File: src/rtl/vset_issue_pkg.sv
// Shared encodings for the vset issue slice: vset opcode fields, cfg_type and AVL-source codes, FSM states.
// Latency: n/a (constants only).
// Backpressure: n/a.
package vset_issue_pkg;

  localparam logic [6:0] OPC_VSET   = 7'b1010111;
  localparam logic [2:0] F3_VSET    = 3'b111;
  localparam logic [6:0] F7_VSETVL  = 7'b1000000;

  // cfg_type: which vset form was issued
  localparam logic [1:0] CFG_VSETVLI  = 2'b00;
  localparam logic [1:0] CFG_VSETIVLI = 2'b01;
  localparam logic [1:0] CFG_VSETVL   = 2'b11;

  // cfg_avl_set: where the configuration unit takes the AVL from
  localparam logic [1:0] AVL_REG   = 2'b00;
  localparam logic [1:0] AVL_IMM   = 2'b10;
  localparam logic [1:0] AVL_VLMAX = 2'b01;
  localparam logic [1:0] AVL_KEEP  = 2'b11;

  typedef enum logic [1:0] {
    ST_IDLE   = 2'd0,
    ST_CFG    = 2'd1,
    ST_SETTLE = 2'd2,
    ST_WB     = 2'd3
  } state_e;

endpackage

File: src/rtl/vset_issue_decode.sv
// Combinational decode of a vset instruction into configuration-unit fields plus a legal flag.
// Latency: 0 cycles (pure combinational).
// Backpressure: none; the caller qualifies the outputs with its own handshake.
module vset_issue_decode
  import vset_issue_pkg::*;
#(
  parameter int XLEN = 32
) (
  input  logic [31:0]     insn_i,
  input  logic [XLEN-1:0] rs1_data_i,
  input  logic [XLEN-1:0] rs2_data_i,
  output logic            legal_o,
  output logic [XLEN-1:0] vtype_o,
  output logic [1:0]      cfg_type_o,
  output logic [1:0]      avl_set_o,
  output logic [31:0]     avl_new_o
);

  logic is_vset;

  // Classify the form from the top bits, then pick vtype/AVL and the AVL source.
  always_comb begin
    is_vset    = (insn_i[6:0] == OPC_VSET) && (insn_i[14:12] == F3_VSET);
    legal_o    = 1'b0;
    vtype_o    = '0;
    cfg_type_o = CFG_VSETVLI;
    avl_new_o  = rs1_data_i[31:0];
    avl_set_o  = AVL_REG;
    if (!insn_i[31]) begin
      legal_o    = is_vset;
      cfg_type_o = CFG_VSETVLI;
      vtype_o    = {{(XLEN-11){1'b0}}, insn_i[30:20]};
    end else if (insn_i[30]) begin
      legal_o    = is_vset;
      cfg_type_o = CFG_VSETIVLI;
      vtype_o    = {{(XLEN-10){1'b0}}, insn_i[29:20]};
      avl_new_o  = {27'd0, insn_i[19:15]};
    end else if (insn_i[31:25] == F7_VSETVL) begin
      legal_o    = is_vset;
      cfg_type_o = CFG_VSETVL;
      vtype_o    = rs2_data_i;
    end
    // Immediate AVL wins; otherwise rs1=x0 means VLMAX (rd!=x0) or keep current vl (rd=x0).
    if (cfg_type_o == CFG_VSETIVLI)   avl_set_o = AVL_IMM;
    else if (insn_i[19:15] != 5'd0)   avl_set_o = AVL_REG;
    else if (insn_i[11:7] != 5'd0)    avl_set_o = AVL_VLMAX;
    else                              avl_set_o = AVL_KEEP;
  end

endmodule

File: src/rtl/vset_issue.sv
// Issues vset instructions to the vector configuration unit and writes the granted vl back to rd.
// Latency: accept c0, cfg_en c1, wb_valid c3, next accept c4 with wb_ready high.
// Backpressure: insn_ready only in IDLE; WB holds wb_* stable until wb_ready.
module vset_issue
  import vset_issue_pkg::*;
#(
  parameter int XLEN        = 32,
  parameter int VLEN        = 16384,
  parameter int VLMAX       = VLEN >> 3,
  parameter int VLEN_B_BITS = $clog2(VLMAX)
) (
  input  logic                 clk,
  input  logic                 rst_n,
  input  logic                 insn_valid,
  output logic                 insn_ready,
  input  logic [31:0]          insn,
  input  logic [XLEN-1:0]      rs1_data,
  input  logic [XLEN-1:0]      rs2_data,
  output logic                 cfg_en,
  output logic [XLEN-1:0]      cfg_vtype,
  output logic [1:0]           cfg_type,
  output logic [1:0]           cfg_avl_set,
  output logic [31:0]          cfg_avl_new,
  input  logic [VLEN_B_BITS:0] cfg_avl,
  input  logic                 cfg_vill,
  input  logic                 cfg_new_vl,
  output logic                 wb_valid,
  input  logic                 wb_ready,
  output logic [4:0]           wb_rd,
  output logic [XLEN-1:0]      wb_data,
  output logic                 illegal
);

  state_e          state_q, state_d;
  logic            live_q;
  logic            illegal_q;
  logic [XLEN-1:0] vtype_q;
  logic [1:0]      type_q, avl_set_q;
  logic [31:0]     avl_new_q;
  logic [4:0]      rd_q;
  logic [XLEN-1:0] wb_data_q;

  logic            dec_legal;
  logic [XLEN-1:0] dec_vtype;
  logic [1:0]      dec_type, dec_avl_set;
  logic [31:0]     dec_avl_new;
  logic            insn_hs;

  vset_issue_decode #(.XLEN(XLEN)) u_decode (
    .insn_i     (insn),
    .rs1_data_i (rs1_data),
    .rs2_data_i (rs2_data),
    .legal_o    (dec_legal),
    .vtype_o    (dec_vtype),
    .cfg_type_o (dec_type),
    .avl_set_o  (dec_avl_set),
    .avl_new_o  (dec_avl_new)
  );

  // live_q keeps insn_ready low while in reset and for the release cycle.
  assign insn_ready  = live_q && (state_q == ST_IDLE);
  assign insn_hs     = insn_valid && insn_ready;
  assign illegal     = illegal_q;
  assign cfg_vtype   = vtype_q;
  assign cfg_type    = type_q;
  assign cfg_avl_set = avl_set_q;
  assign cfg_avl_new = avl_new_q;
  assign wb_rd       = rd_q;
  assign wb_data     = wb_data_q;

  // Next-state and state-decoded strobes.
  always_comb begin
    state_d  = state_q;
    cfg_en   = 1'b0;
    wb_valid = 1'b0;
    case (state_q)
      ST_IDLE:   if (insn_hs && dec_legal) state_d = ST_CFG;
      ST_CFG: begin
        cfg_en  = 1'b1;
        state_d = ST_SETTLE;
      end
      ST_SETTLE: state_d = (cfg_new_vl && (rd_q != 5'd0)) ? ST_WB : ST_IDLE;
      ST_WB: begin
        wb_valid = 1'b1;
        if (wb_ready) state_d = ST_IDLE;
      end
      default:   state_d = ST_IDLE;
    endcase
  end

  // State register; reset aborts any pending writeback.
  always_ff @(posedge clk or negedge rst_n) begin
    if (!rst_n) begin
      state_q   <= ST_IDLE;
      live_q    <= 1'b0;
      illegal_q <= 1'b0;
    end else begin
      state_q   <= state_d;
      live_q    <= 1'b1;
      illegal_q <= insn_hs && !dec_legal;
    end
  end

  // Capture decoded fields on an accepted vset; they hold until the next one.
  always_ff @(posedge clk or negedge rst_n) begin
    if (!rst_n) begin
      vtype_q   <= '0;
      type_q    <= '0;
      avl_set_q <= '0;
      avl_new_q <= '0;
      rd_q      <= '0;
    end else if (insn_hs && dec_legal) begin
      vtype_q   <= dec_vtype;
      type_q    <= dec_type;
      avl_set_q <= dec_avl_set;
      avl_new_q <= dec_avl_new;
      rd_q      <= insn[11:7];
    end
  end

  // Sample the configuration unit's answer in SETTLE; an illegal vtype writes vl=0.
  always_ff @(posedge clk or negedge rst_n) begin
    if (!rst_n) begin
      wb_data_q <= '0;
    end else if (state_q == ST_SETTLE) begin
      wb_data_q <= cfg_vill ? '0 : {{(XLEN-VLEN_B_BITS-1){1'b0}}, cfg_avl};
    end
  end

endmodule

File: config.mk
export PLATFORM = sky130hd
export DESIGN_NAME = vset_issue
export DESIGN_NICKNAME = d
export VERILOG_FILES = /design/src/rtl/vset_issue_pkg.sv /design/src/rtl/vset_issue_decode.sv /design/src/rtl/vset_issue.sv
export SDC_FILE = /design/constraint.sdc
export NUM_CORES = 1
export LEC_CHECK = 0
export BUFFER_PORTS_ARGS = -buffer_cell sky130_fd_sc_hd__buf_4
export CORE_UTILIZATION = 48
export DETAILED_ROUTE_END_ITERATION = 12
export PLACE_DENSITY = 0.86
export SKIP_CTS_REPAIR_TIMING = 1
export SLEW_MARGIN = 20
export SYNTH_ARGS = -nofsm -noshare
export SYNTH_HDL_FRONTEND = slang
export SYNTH_SLANG_ARGS = --single-unit
export TNS_END_PERCENT = 20
File: constraint.sdc
create_clock -name clk -period 4.1 [get_ports clk]
set_input_delay 0.82 -clock clk [delete_from_list [all_inputs] [get_ports clk]]
set_output_delay 0.82 -clock clk [all_outputs]
set_load 0.01 [all_outputs]
==> results.json <==
{
  "vias": 3172,
  "gp_routability_congestion": 0.774,
  "wl_per_cell_um": 14.9,
  "synth_area_mm2": 0.00398,
  "synth.most_common_cell": "sky130_fd_sc_hd__dfrtp_1",
  "clock_latency_ns": 0.35,
  "synth_enable_flop_cells": 0,
  "static-leakage-power_uw": 0.00334,
  "post_syn_instances": 341,
  "path_type_of_the_worst_setup_path": "input port to flop",
  "max_root_sink_buffers": 2,
  "synth_area_per_cell_um2": 11.7,
  "post_synth_main_area_contributors": "sky130_fd_sc_hd__dfrtp_1 56%, sky130_fd_sc_hd__a22o_1 7.0%, sky130_fd_sc_hd__mux2i_1 7.0%, sky130_fd_sc_hd__mux2_2 5.4%, sky130_fd_sc_hd__nand2_1 4.1%",
  "ys_dominant_reg_cell": "sky130_fd_sc_hd__dfrtp_1",
  "ant_nets": 0,
  "area_growth_syn_to_layout_pct": 43.4,
  "run_status": "complete, no violations",
  "worst_path_largest_cell_delay_ns": 0.75,
  "initial_core_util": 0.504,
  "number_of_max_capacitance_violations_reported": 0,
  "worstPathCellList": "buf_4, nand2b_1, nor3_4, and3_1, a22o_1",
  "finalHoldWorstSlack_ns": 0.486,
  "critical_path.slowest_cell": "sky130_fd_sc_hd__and3_1",
  "synth_top_cell_area_share": 0.560,
  "cellPowerDensity_mw_per_mm2": 302,
  "final-setup-viol-count": 0,
  "critical_path.startpoint_type": "input port",
  "cts_root_buffer": "sky130_fd_sc_hd__clkbuf_8",
  "maxSlewHeadroom": 0.466,
  "detail_route.iter0.violations": 118,
  "synth_seq_cells": 89,
  "route.detailed.vias_per_inst": 4.93,
  "switching_power_uw": 393,
  "antenna_diode_count": 0,
  "combinationalPowerShare": 0.098,
  "worst_slew_pin_slew_ns": 0.802,
  "share_seq_of_total_power": 0.514,
  "first_global_vias": 3111,
  "vdd_ir_drop_max_mv": 0.154,
  "placement.io_buffers": 202,
  "critPathMaxFanout": 22,
  "grt_use_total": 0.221,
  "post_synth_most_frequent_cells": "89 x sky130_fd_sc_hd__dfrtp_1, 43 x sky130_fd_sc_hd__nand2_1, 32 x sky130_fd_sc_hd__a22o_1, 29 x sky130_fd_sc_hd__inv_1, 28 x sky130_fd_sc_hd__mux2i_1",
  "htree_num_levels": 3,
  "number_of_top_level_pins": 223,
  "placement_rows": 32,
  "clkSinkCount": 89,
  "drive_above_1_share": 0.463,
  "setup.worst_path.end_class": "flop",
  "grt_max_degree": 90,
  "finClkSkew_ns": 0.0163,
  "synth_top_cell_by_area": "sky130_fd_sc_hd__dfrtp_1",
  "cp.arrival_ns": 2.90,
  "timing.fmax_mhz": 381,
  "ys_warn_count": 0,
  "die-height_um": 93.0,
  "power.internal_uw": 1330,
  "setup_tns_ns": 0,
  "final.fill_count": 574,
  "power.share.switching": 0.228,
  "drt_wl_total_um": 9620,
  "core_outline_area_mm2": 0.00789,
  "initial_antenna_violation_count": 0,
  "synth.distinct_cells": 30,
  "share_clk_of_total_power": 0.388,
  "first_pass_iters": 4,
  "grt_first_pass_wirelength_um": 14800,
  "async_reset_ff_frac": 1.00,
  "post-route-min-period_ns": 2.63,
  "die_width_um": 93.0,
  "cts_made_buffers": 9,
  "timing.hold.worst.class": "flop to flop",
  "gr-total-overflow": 0,
  "period_share": 0.641,
  "clk_pin_slew_ns": 0.08,
  "hold_violations": 0,
  "proportion_of_synthesized_chip_area_in_sequential_cells": 0.560,
  "design.die.area_mm2": 0.00865,
  "drc": 0,
  "grt_setup_unrepaired": "false",
  "final_hpwl_dp_um": 7260,
  "tritoncts": "yes",
  "slew_viol_final": 0,
  "finalNetCount": 651,
  "cp_data_required_time_ns": 4.37
}
-- through the flow --
stage / cell area [µm²] / utilization / total power, µW / instances / worst slack, ns
final: 5710 / 0.723 / 1720 / 644 / 1.47
after global routing: 5710 / 0.723 / 1790 / 644 / 1.33
after CTS: 5700 / 0.723 / 1740 / 644 / 1.49
after detailed placement: 5480 / 0.694 / 1070 / 628 / 1.12
after global placement: 5480 / 0.694 / 1070 / 628 / 1.23
after floorplan: 4050 / - / 966 / 360 / 1.69
-- layer usage --
| metal | GRT usage | vias to the layer above | routed length, µm |
|---|---|---|---|
| met5 | 0 | - | 0 |
| met4 | 0.0949 | 0 | 235 |
| met3 | 0.0520 | 21 | 642 |
| met2 | 0.374 | 141 | 5040 |
| met1 | 0.270 | 1510 | 3710 |
| li1 | - | 1500 | - |
-- power by group through the flow --
| stage | logic, µW | registers (µW) | clock network, µW |
|---|---|---|---|
| floorplan | 60.4 | 905 | 0 |
| global placement | 166 | 903 | 0 |
| detailed placement | 170 | 903 | 0 |
| CTS | 170 | 886 | 681 |
| global route | 185 | 887 | 723 |
| finish | 169 | 886 | 668 |
-- area by class of cell --
cell class,instances,area (µm²),share of cell area
Sequential cell,89,2230,0.390
Timing Repair Buffer,205,1540,0.270
Multi-Input combinational cell,203,1470,0.258
Tap cell,102,128,0.0224
Clock buffer,9,124,0.0217
Inverter,29,109,0.0191
Clock inverter,7,103,0.0180
-- cells by family after synthesis --
logic type	Yosys count	synth area share
compound gates	53	0.0994
buf+inv	68	0.0878
flops	89	0.560
mux	56	0.158
other cells	2	0.00189
simple gates	73	0.0928
-- critical path: cells and delay by family --
family / cells / cell delay (ns)
and+or+nand+nor: 3 / 1.69
buffers and inverters: 1 / 0.13
AOI/OAI and AO/OA: 1 / 0.24
-- cells in the final DEF (no fill, tap or decap), types with 2 or more instances in the layout --
cell type | netlist | routed
sky130_fd_sc_hd__inv_1 | 29 | 29
sky130_fd_sc_hd__or4_1 | 2 | 2
sky130_fd_sc_hd__buf_4 | 20 | 204
sky130_fd_sc_hd__clkinv_4 | 0 | 2
sky130_fd_sc_hd__mux2_2 | 19 | 19
sky130_fd_sc_hd__a22o_1 | 32 | 32
sky130_fd_sc_hd__o21ai_0 | 16 | 16
sky130_fd_sc_hd__conb_1 | 2 | 21
sky130_fd_sc_hd__inv_6 | 0 | 2
sky130_fd_sc_hd__mux2i_1 | 28 | 28
sky130_fd_sc_hd__nand2_1 | 43 | 43
sky130_fd_sc_hd__mux2_4 | 9 | 9
sky130_fd_sc_hd__bufinv_16 | 0 | 2
sky130_fd_sc_hd__and2_1 | 3 | 3
sky130_fd_sc_hd__o211ai_1 | 2 | 2
sky130_fd_sc_hd__dfrtp_1 | 89 | 89
sky130_fd_sc_hd__nand2b_1 | 15 | 15
sky130_fd_sc_hd__clkbuf_8 | 0 | 9
-- state kept, by name, summed over array words and instances (netlist names) --
name / count
cfg_avl_set: 2
cfg_type: 2
live_q: 1
state_q: 2
wb_rd: 5
cfg_vtype: 32
wb_data: 12
cfg_avl_new: 32
illegal: 1
-- worst paths after layout --
path / startpoint / endpoint / slack, ns / cells after the start
min in group asynchronous: rst_n / wb_data[0]$_DFFE_PN0P_ / 0.51 / 1
max in group asynchronous: rst_n / cfg_vtype[26]$_DFFE_PN0P_ / 3.02 / 1
min: cfg_type[1]$_DFFE_PN0P_ / cfg_type[1]$_DFFE_PN0P_ / 0.49 / 1
max: insn[30] / cfg_vtype[26]$_DFFE_PN0P_ / 1.47 / 5
max reg2reg: state_q[1]$_DFFE_PN0P_ / cfg_vtype[26]$_DFFE_PN0P_ / 2.16 / 4
min reg2reg: cfg_type[1]$_DFFE_PN0P_ / cfg_type[1]$_DFFE_PN0P_ / 0.49 / 1
Power figures use the tool's default switching activity.
